**config.mk**
```make
export PLATFORM = sky130hd
export DESIGN_NAME = spi_burst_ctrl
export DESIGN_NICKNAME = d
export VERILOG_FILES = /design/src/rtl/spi_burst_ctrl.sv
export SDC_FILE = /design/constraint.sdc
export NUM_CORES = 1
export LEC_CHECK = 0
export ABC_AREA = 1
export BUFFER_PORTS_ARGS = -buffer_cell sky130_fd_sc_hd__buf_4
export CAP_MARGIN = 5
export CORE_MARGIN = 4
export CORE_UTILIZATION = 60
export CTS_BUF_LIST = sky130_fd_sc_hd__clkbuf_8
export DETAILED_ROUTE_END_ITERATION = 7
export PLACE_DENSITY = 0.81
export SKIP_LAST_GASP = 1
export SYNTH_ARGS = -nofsm -noshare
export SYNTH_HDL_FRONTEND = slang
export SYNTH_SLANG_ARGS = --single-unit
```
**constraint.sdc**
```tcl
create_clock -name clk -period 2.45 [get_ports clk]
set_input_delay 0.245 -clock clk [delete_from_list [all_inputs] [get_ports clk]]
set_output_delay 0.245 -clock clk [all_outputs]
set_load 0.05 [all_outputs]
```
**src/rtl/spi_burst_ctrl.sv**
```systemverilog
// Burst sequencer that feeds an SPI byte master from a TX FIFO and collects
// returned bytes into an RX FIFO, with a per-byte response timeout.
module spi_burst_ctrl #(
  parameter int DEPTH   = 4,
  parameter int TIMEOUT = 64
) (
  input  logic       clk,
  input  logic       reset,
  input  logic [7:0] tx_data,
  input  logic       tx_valid,
  output logic       tx_ready,
  input  logic [3:0] burst_len,
  input  logic       burst_start,
  output logic       busy,
  output logic       burst_done,
  output logic       burst_err,
  output logic [7:0] rx_data,
  output logic       rx_valid,
  input  logic       rx_ready,
  output logic [7:0] m_tx_data,
  output logic       m_start,
  input  logic [7:0] m_rx_data,
  input  logic       m_rx_done
);

  localparam int AW = $clog2(DEPTH);
  localparam int CW = AW + 1;
  localparam int TW = $clog2(TIMEOUT + 1);

  typedef enum logic [2:0] {
    S_IDLE  = 3'd0,
    S_LOAD  = 3'd1,
    S_WAIT  = 3'd2,
    S_STORE = 3'd3,
    S_DONE  = 3'd4
  } state_t;

  state_t          state_r, state_nxt_s;
  logic [3:0]      rem_r;
  logic [TW-1:0]   tcnt_r;
  logic            err_r, err_nxt_s;
  logic            rx_done_prev_r;
  logic            busy_r, done_r, berr_r, m_start_r;
  logic [7:0]      m_tx_data_r;
  logic            busy_nxt_s, done_nxt_s, berr_nxt_s, m_start_nxt_s;
  logic [7:0]      m_tx_nxt_s;

  logic [7:0]      tx_mem_r [DEPTH];
  logic [AW-1:0]   tx_wr_r, tx_rd_r;
  logic [CW-1:0]   tx_cnt_r;
  logic [7:0]      rx_mem_r [DEPTH];
  logic [AW-1:0]   rx_wr_r, rx_rd_r;
  logic [CW-1:0]   rx_cnt_r;

  logic tx_full_s, tx_empty_s, tx_push_s, tx_pop_s;
  logic rx_full_s, rx_empty_s, rx_push_s, rx_pop_s;
  logic edge_s, tmo_s;

  assign tx_full_s  = (tx_cnt_r == CW'(DEPTH));
  assign tx_empty_s = (tx_cnt_r == {CW{1'b0}});
  assign rx_full_s  = (rx_cnt_r == CW'(DEPTH));
  assign rx_empty_s = (rx_cnt_r == {CW{1'b0}});
  assign tx_push_s  = tx_valid && !tx_full_s;
  assign tx_pop_s   = (state_r == S_LOAD) && !tx_empty_s;
  assign rx_push_s  = (state_r == S_STORE) && !rx_full_s;
  assign rx_pop_s   = rx_ready && !rx_empty_s;
  assign edge_s     = m_rx_done && !rx_done_prev_r;
  assign tmo_s      = (tcnt_r == TW'(TIMEOUT - 1));

  assign tx_ready   = !tx_full_s;
  assign rx_valid   = !rx_empty_s;
  assign busy       = busy_r;
  assign burst_done = done_r;
  assign burst_err  = berr_r;
  assign m_start    = m_start_r;
  assign m_tx_data  = m_tx_data_r;

  // RX head is presented combinationally; zero while the FIFO is empty
  always_comb begin
    if (rx_empty_s) rx_data = 8'd0;
    else            rx_data = rx_mem_r[rx_rd_r];
  end

  // TX FIFO storage and pointers
  always_ff @(posedge clk or negedge reset) begin
    if (!reset) begin
      for (int i = 0; i < DEPTH; i++) tx_mem_r[i] <= 8'd0;
      tx_wr_r  <= {AW{1'b0}};
      tx_rd_r  <= {AW{1'b0}};
      tx_cnt_r <= {CW{1'b0}};
    end else begin
      if (tx_push_s) begin
        tx_mem_r[tx_wr_r] <= tx_data;
        tx_wr_r           <= tx_wr_r + AW'(1);
      end
      if (tx_pop_s) tx_rd_r <= tx_rd_r + AW'(1);
      case ({tx_push_s, tx_pop_s})
        2'b10:   tx_cnt_r <= tx_cnt_r + CW'(1);
        2'b01:   tx_cnt_r <= tx_cnt_r - CW'(1);
        default: tx_cnt_r <= tx_cnt_r;
      endcase
    end
  end

  // RX FIFO storage and pointers
  always_ff @(posedge clk or negedge reset) begin
    if (!reset) begin
      for (int i = 0; i < DEPTH; i++) rx_mem_r[i] <= 8'd0;
      rx_wr_r  <= {AW{1'b0}};
      rx_rd_r  <= {AW{1'b0}};
      rx_cnt_r <= {CW{1'b0}};
    end else begin
      if (rx_push_s) begin
        rx_mem_r[rx_wr_r] <= m_rx_data;
        rx_wr_r           <= rx_wr_r + AW'(1);
      end
      if (rx_pop_s) rx_rd_r <= rx_rd_r + AW'(1);
      case ({rx_push_s, rx_pop_s})
        2'b10:   rx_cnt_r <= rx_cnt_r + CW'(1);
        2'b01:   rx_cnt_r <= rx_cnt_r - CW'(1);
        default: rx_cnt_r <= rx_cnt_r;
      endcase
    end
  end

  // Next-state logic; a response edge wins over a coincident timeout
  always_comb begin
    state_nxt_s = state_r;
    case (state_r)
      S_IDLE: begin
        if (burst_start && (burst_len != 4'd0)) state_nxt_s = S_LOAD;
        else                                    state_nxt_s = S_IDLE;
      end
      S_LOAD: begin
        if (!tx_empty_s) state_nxt_s = S_WAIT;
        else             state_nxt_s = S_LOAD;
      end
      S_WAIT: begin
        if (edge_s)     state_nxt_s = S_STORE;
        else if (tmo_s) state_nxt_s = S_DONE;
        else            state_nxt_s = S_WAIT;
      end
      S_STORE: begin
        if (rx_full_s)          state_nxt_s = S_STORE;
        else if (rem_r == 4'd1) state_nxt_s = S_DONE;
        else                    state_nxt_s = S_LOAD;
      end
      S_DONE:  state_nxt_s = S_IDLE;
      default: state_nxt_s = S_IDLE;
    endcase
  end

  // Next values of the registered outputs and the error flag
  always_comb begin
    busy_nxt_s    = (state_nxt_s != S_IDLE);
    done_nxt_s    = (state_nxt_s == S_DONE);
    m_start_nxt_s = tx_pop_s;
    err_nxt_s     = err_r;
    if ((state_r == S_WAIT) && !edge_s && tmo_s) err_nxt_s = 1'b1;
    else if (state_r == S_DONE)                  err_nxt_s = 1'b0;
    else                                         err_nxt_s = err_r;
    berr_nxt_s = done_nxt_s && err_nxt_s;
    if (tx_pop_s) m_tx_nxt_s = tx_mem_r[tx_rd_r];
    else          m_tx_nxt_s = m_tx_data_r;
  end

  // State, burst counters and output registers
  always_ff @(posedge clk or negedge reset) begin
    if (!reset) begin
      state_r        <= S_IDLE;
      rem_r          <= 4'd0;
      tcnt_r         <= {TW{1'b0}};
      err_r          <= 1'b0;
      rx_done_prev_r <= 1'b0;
      busy_r         <= 1'b0;
      done_r         <= 1'b0;
      berr_r         <= 1'b0;
      m_start_r      <= 1'b0;
      m_tx_data_r    <= 8'd0;
    end else begin
      state_r        <= state_nxt_s;
      err_r          <= err_nxt_s;
      rx_done_prev_r <= m_rx_done;
      busy_r         <= busy_nxt_s;
      done_r         <= done_nxt_s;
      berr_r         <= berr_nxt_s;
      m_start_r      <= m_start_nxt_s;
      m_tx_data_r    <= m_tx_nxt_s;
      if ((state_r == S_IDLE) && (state_nxt_s == S_LOAD)) rem_r <= burst_len;
      else if (rx_push_s)                                 rem_r <= rem_r - 4'd1;
      else                                                rem_r <= rem_r;
      if (state_r == S_WAIT) tcnt_r <= tcnt_r + TW'(1);
      else                   tcnt_r <= {TW{1'b0}};
    end
  end

endmodule

```
# Word level (Yosys, flattened, before mapping)
# Cells that the tools add are included.
[totals]
reg_bits = 106
in_bits = 26
word_cells = 111
[classes]
addsub = 10
magnitude_cmp = 6
eq_ne = 14
n_mux = 27
bitwise = 4
n_reduce_logical = 26
[op_table]
columns = ["operator", "n"]
rows = [
  ["32-bit bitwise mux", 2],
  ["8-bit two-way mux", 7],
  ["8-bit binary-select mux with 2-bit select", 2],
  ["8-bit demux with 2-bit select", 2],
  ["3-bit equality test, second input constant", 4],
  ["3-bit >= comparator, second input constant", 4],
  ["1-bit logical AND", 12],
  ["3-bit two-way mux", 4],
  ["2-bit inverter with 3-bit output", 4],
  ["3-bit one-hot mux with 2 select lines", 2],
  ["3-bit one-hot mux with 4 select lines", 1],
  ["3-bit logical NOT", 3],
  ["2-bit by 1-bit adder with 2-bit output, second input constant", 4],
  ["4-bit two-way mux", 2],
  ["7-bit by 1-bit adder with 7-bit output, second input constant", 1],
  ["7-bit by 6-bit equality test with 1-bit output, second input constant", 1],
  ["7-bit two-way mux", 1],
  ["3-bit by 1-bit adder with 3-bit output, second input constant", 2],
  ["3-bit by 1-bit equality test with 1-bit output, second input constant", 2],
  ["3-bit by 2-bit equality test with 1-bit output, second input constant", 2],
  ["1-bit logical NOT", 6],
  ["3-bit by 1-bit < comparator with 1-bit output, second input constant", 2],
  ["2-bit nonzero test", 3],
  ["3-bit by 1-bit subtractor with 3-bit output, second input constant", 2],
  ["8 further kinds", 12],
]

# Logic depth before layout (Yosys ltp)
# Gate-level depths: netlist of the first run.
[depth]
word_depth = 7
depth_mapped = 11
mapped_depth_nobuf = 10

# Least setup slack after synthesis of the first run
# No wires, ideal clock.
[synth_timing]
path_type = "flip-flop to flip-flop"
start = "register tx_cnt_r[1]"
end = "register tx_cnt_r[2]"
setup_time_ns = 0.124
arrival_ns = 1.881
path_slack_ns = 0.445
stages_incl_launch_ff = 10
synth_period_minus_slack_ns = 2.005
cell_sequence = "dfrtp_1 -> inv_1 -> nand3_2 -> nand2_2 -> ha_1 -> inv_1 -> fa_1 -> a21oi_1 -> o21ai_0 -> xnor2_1"
[synth_via]
elab_chain_cells = 5
word_cells_on_any_way = 12
[synth_lines]
columns = ["item", "line", "source"]
rows = [
  ["start, declared", "50", "logic [CW-1:0] tx_cnt_r;"],
  ["start signal, assigned", "90", "tx_cnt_r <= {CW{1'b0}};"],
  ["start signal, assigned", "98", "2'b10: tx_cnt_r <= tx_cnt_r + CW'(1);"],
  ["start signal, assigned", "99", "2'b01: tx_cnt_r <= tx_cnt_r - CW'(1);"],
  ["3-bit equality test (*)", "59", "assign tx_full_s = (tx_cnt_r == CW'(DEPTH));"],
  ["1-bit logical NOT (*)", "-", ""],
  ["named net tx_ready", "11", "output logic tx_ready,"],
  ["1-bit logical AND (*)", "63", "assign tx_push_s = tx_valid && !tx_full_s;"],
  ["2-bit by 1-bit equality test with 1-bit output or 2-bit equality test (tied branches)", "97", "case ({tx_push_s, tx_pop_s})"],
  ["3-bit one-hot mux with 2 select lines or 2-bit nonzero test (tied branches)", "-", ""],
]
# The timed path passes the listed nets; every way through them passes the cells marked *.
# A chain may end at the register's enable or synchronous reset.

# Final worst setup path of the first run
[layout_timing]
start = "register rx_rd_r[1]"
end = "output port rx_data[4]"
[layout_via]
elab_chain_cells = 5
[layout_lines]
columns = ["item", "line", "source"]
rows = [
  ["start, declared", "52", "logic [AW-1:0] rx_wr_r, rx_rd_r;"],
  ["start signal, assigned", "110", "rx_rd_r <= {AW{1'b0}};"],
  ["start signal, assigned", "117", "if (rx_pop_s) rx_rd_r <= rx_rd_r + AW'(1);"],
  ["2-bit inverter with 3-bit output (not written as such)", "81", "else rx_data = rx_mem_r[rx_rd_r];"],
  ["8-bit binary-select mux with 2-bit select", "81", ""],
  ["8-bit two-way mux (not written as such) (2 in a row)", "81", ""],
  ["8-bit two-way mux", "80", "if (rx_empty_s) rx_data = 8'd0;"],
  ["end, declared", "17", "output logic [7:0] rx_data,"],
]
# Every way passes these cells. The select of a mux whose other input is x is not followed.

==> summary.log, run 1 <==
[timing] number of hold violations in the final report 0
[layout] area growth from synthesis to layout 12.8%
[timing] minimum clock period after layout 2.19 ns
[clocking] Clock Tree Root sky130_fd_sc_hd__clkbuf_8
[setup_path] CP arrival 1.95 ns
[setup_path] Critical Path Slowest Stage Cell sky130_fd_sc_hd__dfrtp_1
[min_path] end point of the most critical hold path rem_r[0]
[min_path] hold path cells 3
[layout] number of nets in the finished design 642
[synthesis] Ys Warns 0
[setup_path] Worst path top cell family by delay buffers and inverters
[clocking] maximum buffer depth of the clock tree 2
[status] run status finished, final reports clean
[floorplan] row count 32
[floorplan] Die X 98.6 µm
[place] placed standard-cell area 0.00534 mm²
[synthesis] post-synthesis cell count 553
[timing] Max Slew Vio Count 0
[setup_path] kind of critical path reg -> out
[setup_path] length in cells of the worst reg-to-reg path 9
[timing] Setup TNS 0 ns
[timing] Worst slew margin 70.1%
[clocking] clock tree from TritonCTS done
[setup_path] required time at the endpoint of the critical path 2.20 ns
[setup_path] critical-path cell list clkinv_1, nor2_1, o21ai_0, a21oi_1, buf_4
[clocking] buffer count from post-CTS setup fixing 0
[setup_path] Worst Setup End Kind primary output
[routing] iteration count of the initial detailed-routing pass 4
[synthesis] share of the yosys chip area belonging to registers 53.9%
[routing] wirelength, routed 9960 µm
[clocking] total clock sinks 106
[power_and_ir_drop] pwr dens 1460 mW/mm²
[global_route] maximum number of pins on one net before global-route repair 49
[clocking] clock latency of the later-clocked register in the worst-skew pair 0.37 ns
[floorplan] starting density of the core 62.7%
[setup_path] register-to-register path setup slack 0.51 ns
[routing] detailed-route via count 3799
[layout] share of post-route cells with drive strength above 1 15.3%
[global_route] antenna violations before repair 0
[global_route] GR Overflow Total 0
[power_and_ir_drop] leakage power figure 2.77 nW
[floorplan] count of pins on the block boundary 48
[synthesis] FF+latch count, synth 106
[setup_path] CP bufs+invs 2
[place] Final Wtd Congestion 0.770
[synthesis] Post-Syn Area 0.00492 mm²
[setup_path] critical path peak fanout 9
[timing] maximum clock frequency 456 MHz
[synthesis] Avg Synthesized Cell Area 8.90 µm²
[power_and_ir_drop] post-layout total power 8.08 mW
[timing] final setup skew 0.00784 ns
[global_route] global-route wire length before repair 17300 µm
[floorplan] Core Area 0.00785 mm²
[timing] final setup vio count 0
[routing] Avg Vias per Cell 5.37
[place] Port Buf Inserts 47
[setup_path] Crit Reg-Reg Startpoint tx_cnt_r[1]
[floorplan] Die H 98.6 µm
[clocking] H-tree depth 3
[timing] worst-margin pin slew 0.445 ns
[layout] # diodes 0
[place] placed wire-length estimate 7080 µm
[timing] unrepaired setup endpoints after global routing false
[clocking] Num CTS Buffers 9
[clocking] clock transition at the registers of the reported paths 0.09 ns
[global_route] number of global-route vias before repair 3828
[min_path] worst min path class in -> reg
[job] count of maximum capacitance violations 0
[floorplan] area enclosed by the die boundary 0.00971 mm²
[setup_path] stage delay of the slowest cell on the critical path 0.54 ns
[routing] average wire length per cell after detail routing 14.1 µm
[setup_path] startpoint class of the critical path flop
[routing] initial detailed-routing violation count 184
[global_route] Total Routing Usage GR 21.9%
[synthesis] number of distinct library cell variants in the gate-level netlist after synthesis 32
[routing] count of unresolved DRC violations after routing 0
[routing] Post-DRT Antenna Nets 0
[power_and_ir_drop] maximum VDD drop 630 µV
[synthesis] number of nets in the synthesized netlist 594
[clocking] Resized cells post-CTS 0
[timing] final worst-path cycle share 89.5%
[min_path] startpoint of the worst hold path burst_len[0]
[setup_path] end of the worst register-to-register path tx_cnt_r[2]
[layout] final design instance area without fill 0.00555 mm²
-- Yosys cell counts, drive strengths merged --
master	number	area share, %
o21ai	108	11
dfrtp	106	54
nand2	101	9.0
nor2	94	7.2
inv	50	4.0
nand3	17	2.2
buf	16	2.3
a21oi	14	1.4
ha	13	3.3
a31oi	8	1.0
xor2	8	1.4
xnor2	6	1.1
nor3	4	0.51
clkbuf	2	0.18
clkinv	2	0.15
fa	2	0.81
nand4	1	0.13
nor3b	1	0.15
-- stage by stage --
| step | hold WS, ns | utilization, % | std cells | setup WS (ns) |
|---|---|---|---|---|
| after global routing | 0.0957 | 70.7 | 708 | 0.103 |
| after CTS | 0.0951 | 70.7 | 708 | 0.294 |
| after floorplan | -0.0506 | - | 553 | 0.445 |
| after global placement | 0.215 | 68.0 | 690 | 0.610 |
| final | 0.108 | 70.7 | 708 | 0.257 |
| after detailed placement | 0.217 | 68.0 | 690 | 0.532 |
-- worst max path at each step --
stage | cells after the start | slack [ns] | from | end
final | 5 | 0.26 | rx_rd_r[1] | rx_data[4]
after global routing | 5 | 0.10 | rx_rd_r[1] | rx_data[7]
after CTS | 5 | 0.29 | rx_rd_r[1] | rx_data[4]
after detailed placement | 9 | 0.53 | rx_cnt_r[1] | rx_cnt_r[2]
after global placement | 9 | 0.61 | rx_cnt_r[1] | rx_cnt_r[2]
after floorplan | 9 | 0.44 | tx_cnt_r[1] | tx_cnt_r[2]
-- cell usage in the layout (no fill, tap or decap) --
| master | instances |
|---|---|
| sky130_fd_sc_hd__inv_4 | 1 |
| sky130_fd_sc_hd__nor3_1 | 3 |
| sky130_fd_sc_hd__nor3b_1 | 1 |
| sky130_fd_sc_hd__o21ai_0 | 62 |
| sky130_fd_sc_hd__buf_12 | 1 |
| sky130_fd_sc_hd__bufinv_16 | 1 |
| sky130_fd_sc_hd__xnor2_1 | 6 |
| sky130_fd_sc_hd__o21ai_1 | 43 |
| sky130_fd_sc_hd__nand2_1 | 91 |
| sky130_fd_sc_hd__o21ai_2 | 3 |
| sky130_fd_sc_hd__nand3_4 | 1 |
| sky130_fd_sc_hd__buf_4 | 52 |
| sky130_fd_sc_hd__clkbuf_8 | 9 |
| sky130_fd_sc_hd__nand4_1 | 1 |
| sky130_fd_sc_hd__clkinv_4 | 2 |
| sky130_fd_sc_hd__nand2_4 | 8 |
| sky130_fd_sc_hd__dlygate4sd3_1 | 2 |
| sky130_fd_sc_hd__nand2_2 | 2 |
| sky130_fd_sc_hd__inv_2 | 5 |
| sky130_fd_sc_hd__fa_1 | 2 |
| sky130_fd_sc_hd__nand3_2 | 2 |
| sky130_fd_sc_hd__clkinv_1 | 2 |
| sky130_fd_sc_hd__a31oi_1 | 8 |
| sky130_fd_sc_hd__a21oi_1 | 14 |
| sky130_fd_sc_hd__inv_1 | 44 |
| sky130_fd_sc_hd__dfrtp_1 | 106 |
| sky130_fd_sc_hd__nor3_2 | 1 |
| sky130_fd_sc_hd__nor2_2 | 1 |
| sky130_fd_sc_hd__clkinvlp_4 | 2 |
| sky130_fd_sc_hd__ha_1 | 13 |
| sky130_fd_sc_hd__xor2_1 | 8 |
| sky130_fd_sc_hd__nand3_1 | 14 |
| sky130_fd_sc_hd__inv_6 | 1 |
| sky130_fd_sc_hd__clkinv_2 | 1 |
| sky130_fd_sc_hd__nor2_1 | 93 |
-- registers in the layout (all words and copies together), names as in the netlist, 2 cells and up --
register / flops
rx_mem_r: 32
tx_mem_r: 32
m_tx_data: 8
tcnt_r: 7
rem_r: 4
rx_cnt_r: 3
state_r: 3
tx_cnt_r: 3
rx_rd_r: 2
rx_wr_r: 2
tx_rd_r: 2
tx_wr_r: 2
-- logic make-up (layout without fill, tap and decap cells) --
kind of cell,count (synthesis),count (layout),synth area share (%)
AND/OR/NAND/NOR,218,218,19.2
AO/OA/AOI/OAI,130,130,13.7
flip-flops,106,106,53.9
buffers and inverters,70,123,6.61
adder cells (fa/ha/maj),15,15,4.12
XOR/XNOR,14,14,2.49
-- tightest hold or removal path, delay by kind of cell --
kind / cells / cell delay, ns
compound gates: 1 / 0.07
buf+inv: 2 / 0.13
-- report_power, final --
part           leakage (nW)  switching [mW]  total [mW]  internal [mW]
clock network        0.0966           0.592        1.06          0.471
logic                  1.39            2.56        3.90           1.33
registers              1.29           0.567        3.12           2.55
-- metal layers --
metal / share of wire [%] / wire (µm) / track usage (%)
met1: 42 / 4210 / 27.2
met2: 52 / 5230 / 37.9
met3: 3.6 / 362 / 3.89
met4: 1.6 / 157 / 8.93
met5: 0 / 0 / 0
-- final cells by class --
type / count / area, µm²
inverters: 52 / 203
multi-input cells: 377 / 1940
well taps: 102 / 128
fillers: 611 / 2300
clock inverters: 7 / 71.3
flip-flops and latches: 106 / 2650
clock buffers: 9 / 124
repair buffers: 55 / 430
-- repair_timing --
| item | in CTS | in global routing |
|---|---|---|
| endpoints found under the setup margin | 0 | 0 |
| hold buffers | 2 | 0 |
| hold endpoints to repair | 32 | 0 |
(Power assumes the default switching activity.)
==> run 2, diff against run 1 <==
CORE_ASPECT_RATIO = 1.75   (was unset)
==> run 2 against run 1 <==
- worst setup slack gained 0.089 ns
- critical path depth is the same
- final area shrank 0.99%
- global-route usage shrank 0.084 points
- clock-buffer cell count grew 1
- first-iteration DRC count grew 9.2%
- clock power shrank 10%
- critical endpoint is now rx_data[1]
- largest power group unchanged
==> summary.log, run 2 (synthesized netlist as in run 1, its figures left out) <==
[routing] average wire length per cell after detail routing 14.5 µm
[setup_path] kind of critical path reg -> out
[global_route] antenna violations before repair 0
[place] placed wire-length estimate 7250 µm
[routing] wirelength, routed 10100 µm
[power_and_ir_drop] Internal Dissipation 4.26 mW
[timing] maximum clock frequency 475 MHz
[place] worst setup timing slack at the placement stage 0.487 ns
[clocking] clock transition at the registers of the reported paths 0.09 ns
[floorplan] Die H 128 µm
[timing] unrepaired setup endpoints after global routing false
[routing] initial detailed-routing violation count 201
[timing] number of hold violations in the final report 0
[timing] Worst slew margin 48.9%
[layout] Final Util 69.0%
[clocking] clock tree from TritonCTS done
[clocking] total clock sinks 106
[timing] final setup vio count 0
[power_and_ir_drop] relative contribution of sequential cells to total power 39.4%
[power_and_ir_drop] pwr dens 1440 mW/mm²
[timing] final setup skew 0.0117 ns
[setup_path] startpoint class of the critical path flop
[routing] count of unresolved DRC violations after routing 0
[power_and_ir_drop] share of power burned in the clock network 12.0%
[power_and_ir_drop] Switching Share 46.3%
[clocking] H-tree depth 3
[global_route] maximum number of pins on one net before global-route repair 61
[job] count of maximum capacitance violations 0
[power_and_ir_drop] portion of total power attributed to combinational logic 48.6%
[layout] most frequent standard cell in the layout excluding fill and tap cells sky130_fd_sc_hd__dfrtp_1
[floorplan] Die X 76.5 µm
[layout] area growth from synthesis to layout 11.7%
[global_route] number of global-route vias before repair 3861
[floorplan] Core Area 0.00796 mm²
[timing] final worst-path cycle share 85.9%
[floorplan] area enclosed by the die boundary 0.00977 mm²
[timing] Setup TNS 0 ns
[routing] Avg Vias per Cell 5.55
[power_and_ir_drop] leakage power figure 2.75 nW
[floorplan] row count 43
[clocking] Clock Tree Root sky130_fd_sc_hd__clkbuf_8
[setup_path] critical-path cell list clkinv_1, nor2_1, o21ai_0, a21oi_1, buf_4
[clocking] Num CTS Buffers 9
[clocking] clock latency of the later-clocked register in the worst-skew pair 0.37 ns
[clocking] Resized cells post-CTS 0
[setup_path] required time at the endpoint of the critical path 2.20 ns
[setup_path] Worst Setup End Kind primary output
[power_and_ir_drop] Switching Power 3.68 mW
[power_and_ir_drop] maximum VDD drop 776 µV
[layout] number of nets in the finished design 640
[timing] worst-margin pin slew 0.767 ns
[global_route] GR Overflow Total 0
[layout] most frequent cells in the layout 106 x sky130_fd_sc_hd__dfrtp_1, 93 x sky130_fd_sc_hd__nor2_1, 91 x sky130_fd_sc_hd__nand2_1
[min_path] worst min path class in -> reg
[routing] iteration count of the initial detailed-routing pass 5
[power_and_ir_drop] post-layout total power 7.94 mW
[routing] detailed-route via count 3845
[global_route] global-route wire length before repair 17200 µm
[routing] Post-DRT Antenna Nets 0
[global_route] Total Routing Usage GR 21.8%
[timing] crit path setup slack, layout 0.346 ns
[timing] minimum clock period after layout 2.10 ns
[place] Port Buf Inserts 47
[floorplan] count of pins on the block boundary 48
[layout] # diodes 0
[status] run status finished, final reports clean
[setup_path] stage delay of the slowest cell on the critical path 0.53 ns
[setup_path] critical path peak fanout 9
[setup_path] CP arrival 1.86 ns
[floorplan] starting density of the core 61.8%
[clocking] maximum buffer depth of the clock tree 2
[timing] Max Slew Vio Count 0
[setup_path] Critical Path Slowest Stage Cell sky130_fd_sc_hd__dfrtp_1
[place] Final Wtd Congestion 0.783
[timing] hold_ws 0.122 ns
[layout] share of post-route cells with drive strength above 1 14.9%
[run 2: changes by cell type in the layout (fill, tap and decap cells not counted), sizes merged]
cell | before | now
clkbuf | 9 | 10
buf | 53 | 51
bufinv | 1 | 0
clkinv | 5 | 4
[run 2: power by group through the flow]
| stage | combinational (mW) | clock (mW) | sequential, mW |
|---|---|---|---|
| floorplan | 2.77 | 0 | 3.22 |
| global placement | 3.76 | 0 | 3.10 |
| detailed placement | 3.87 | 0 | 3.15 |
| CTS | 3.90 | 0.976 | 3.12 |
| global route | 4.30 | 1.04 | 3.22 |
| finish | 3.86 | 0.950 | 3.13 |
[run 2: what timing repair did]
item	4_1_cts	5_1_grt
setup buffers	0	0
hold buffers	2	0
hold endpoints to repair	60	0
[run 2: through the flow]
stage,area (µm²),std cells
after floorplan,4920,553
after global placement,5310,676
after detailed placement,5310,676
after CTS,5500,693
after global routing,5500,693
final,5500,693
[run 2: layout make-up]
| class | count | area, µm² |
|---|---|---|
| multi-input combinational | 377 | 1940 |
| timing repair buffer | 53 | 415 |
| fill | 632 | 2470 |
| sequential | 106 | 2650 |
| inverter | 52 | 203 |
| clock inverter | 5 | 32.5 |
| tap | 90 | 113 |
| clock buffer | 10 | 138 |
[run 2: critical path, delay by kind of cell (launching register included)]
| family | cells | cell delay (ns) |
|---|---|---|
| flops | 1 | 0.53 |
| buf+inv | 2 | 0.56 |
| compound gates | 2 | 0.24 |
| simple gates | 1 | 0.17 |
[run 2: path summary, 6_finish.rpt]
| check | startpoint | end | slack, ns | cells past startpoint |
|---|---|---|---|---|
| setup reg to reg | rx_cnt_r[1] | rx_cnt_r[2] | 0.48 | 9 |
| min in group asynchronous | reset | burst_err | 0.48 | 2 |
| max in group asynchronous | reset | rx_mem_r[19] | 1.28 | 3 |
| hold reg to reg | tcnt_r[0] | tcnt_r[0] | 0.47 | 1 |
| setup / recovery | rx_rd_r[1] | rx_data[1] | 0.35 | 5 |
| hold / removal | burst_len[0] | rem_r[0] | 0.12 | 3 |
[run 2: routing by layer]
layer	global-route usage [%]	wire, µm	share of wire [%]	up-vias
met2	40.3	5530	55	111
met5	0	0	0	-
met3	3.66	440	4.4	26
li1	-	-	-	1868
met4	10.6	231	2.3	0
met1	24.1	3860	38	1840
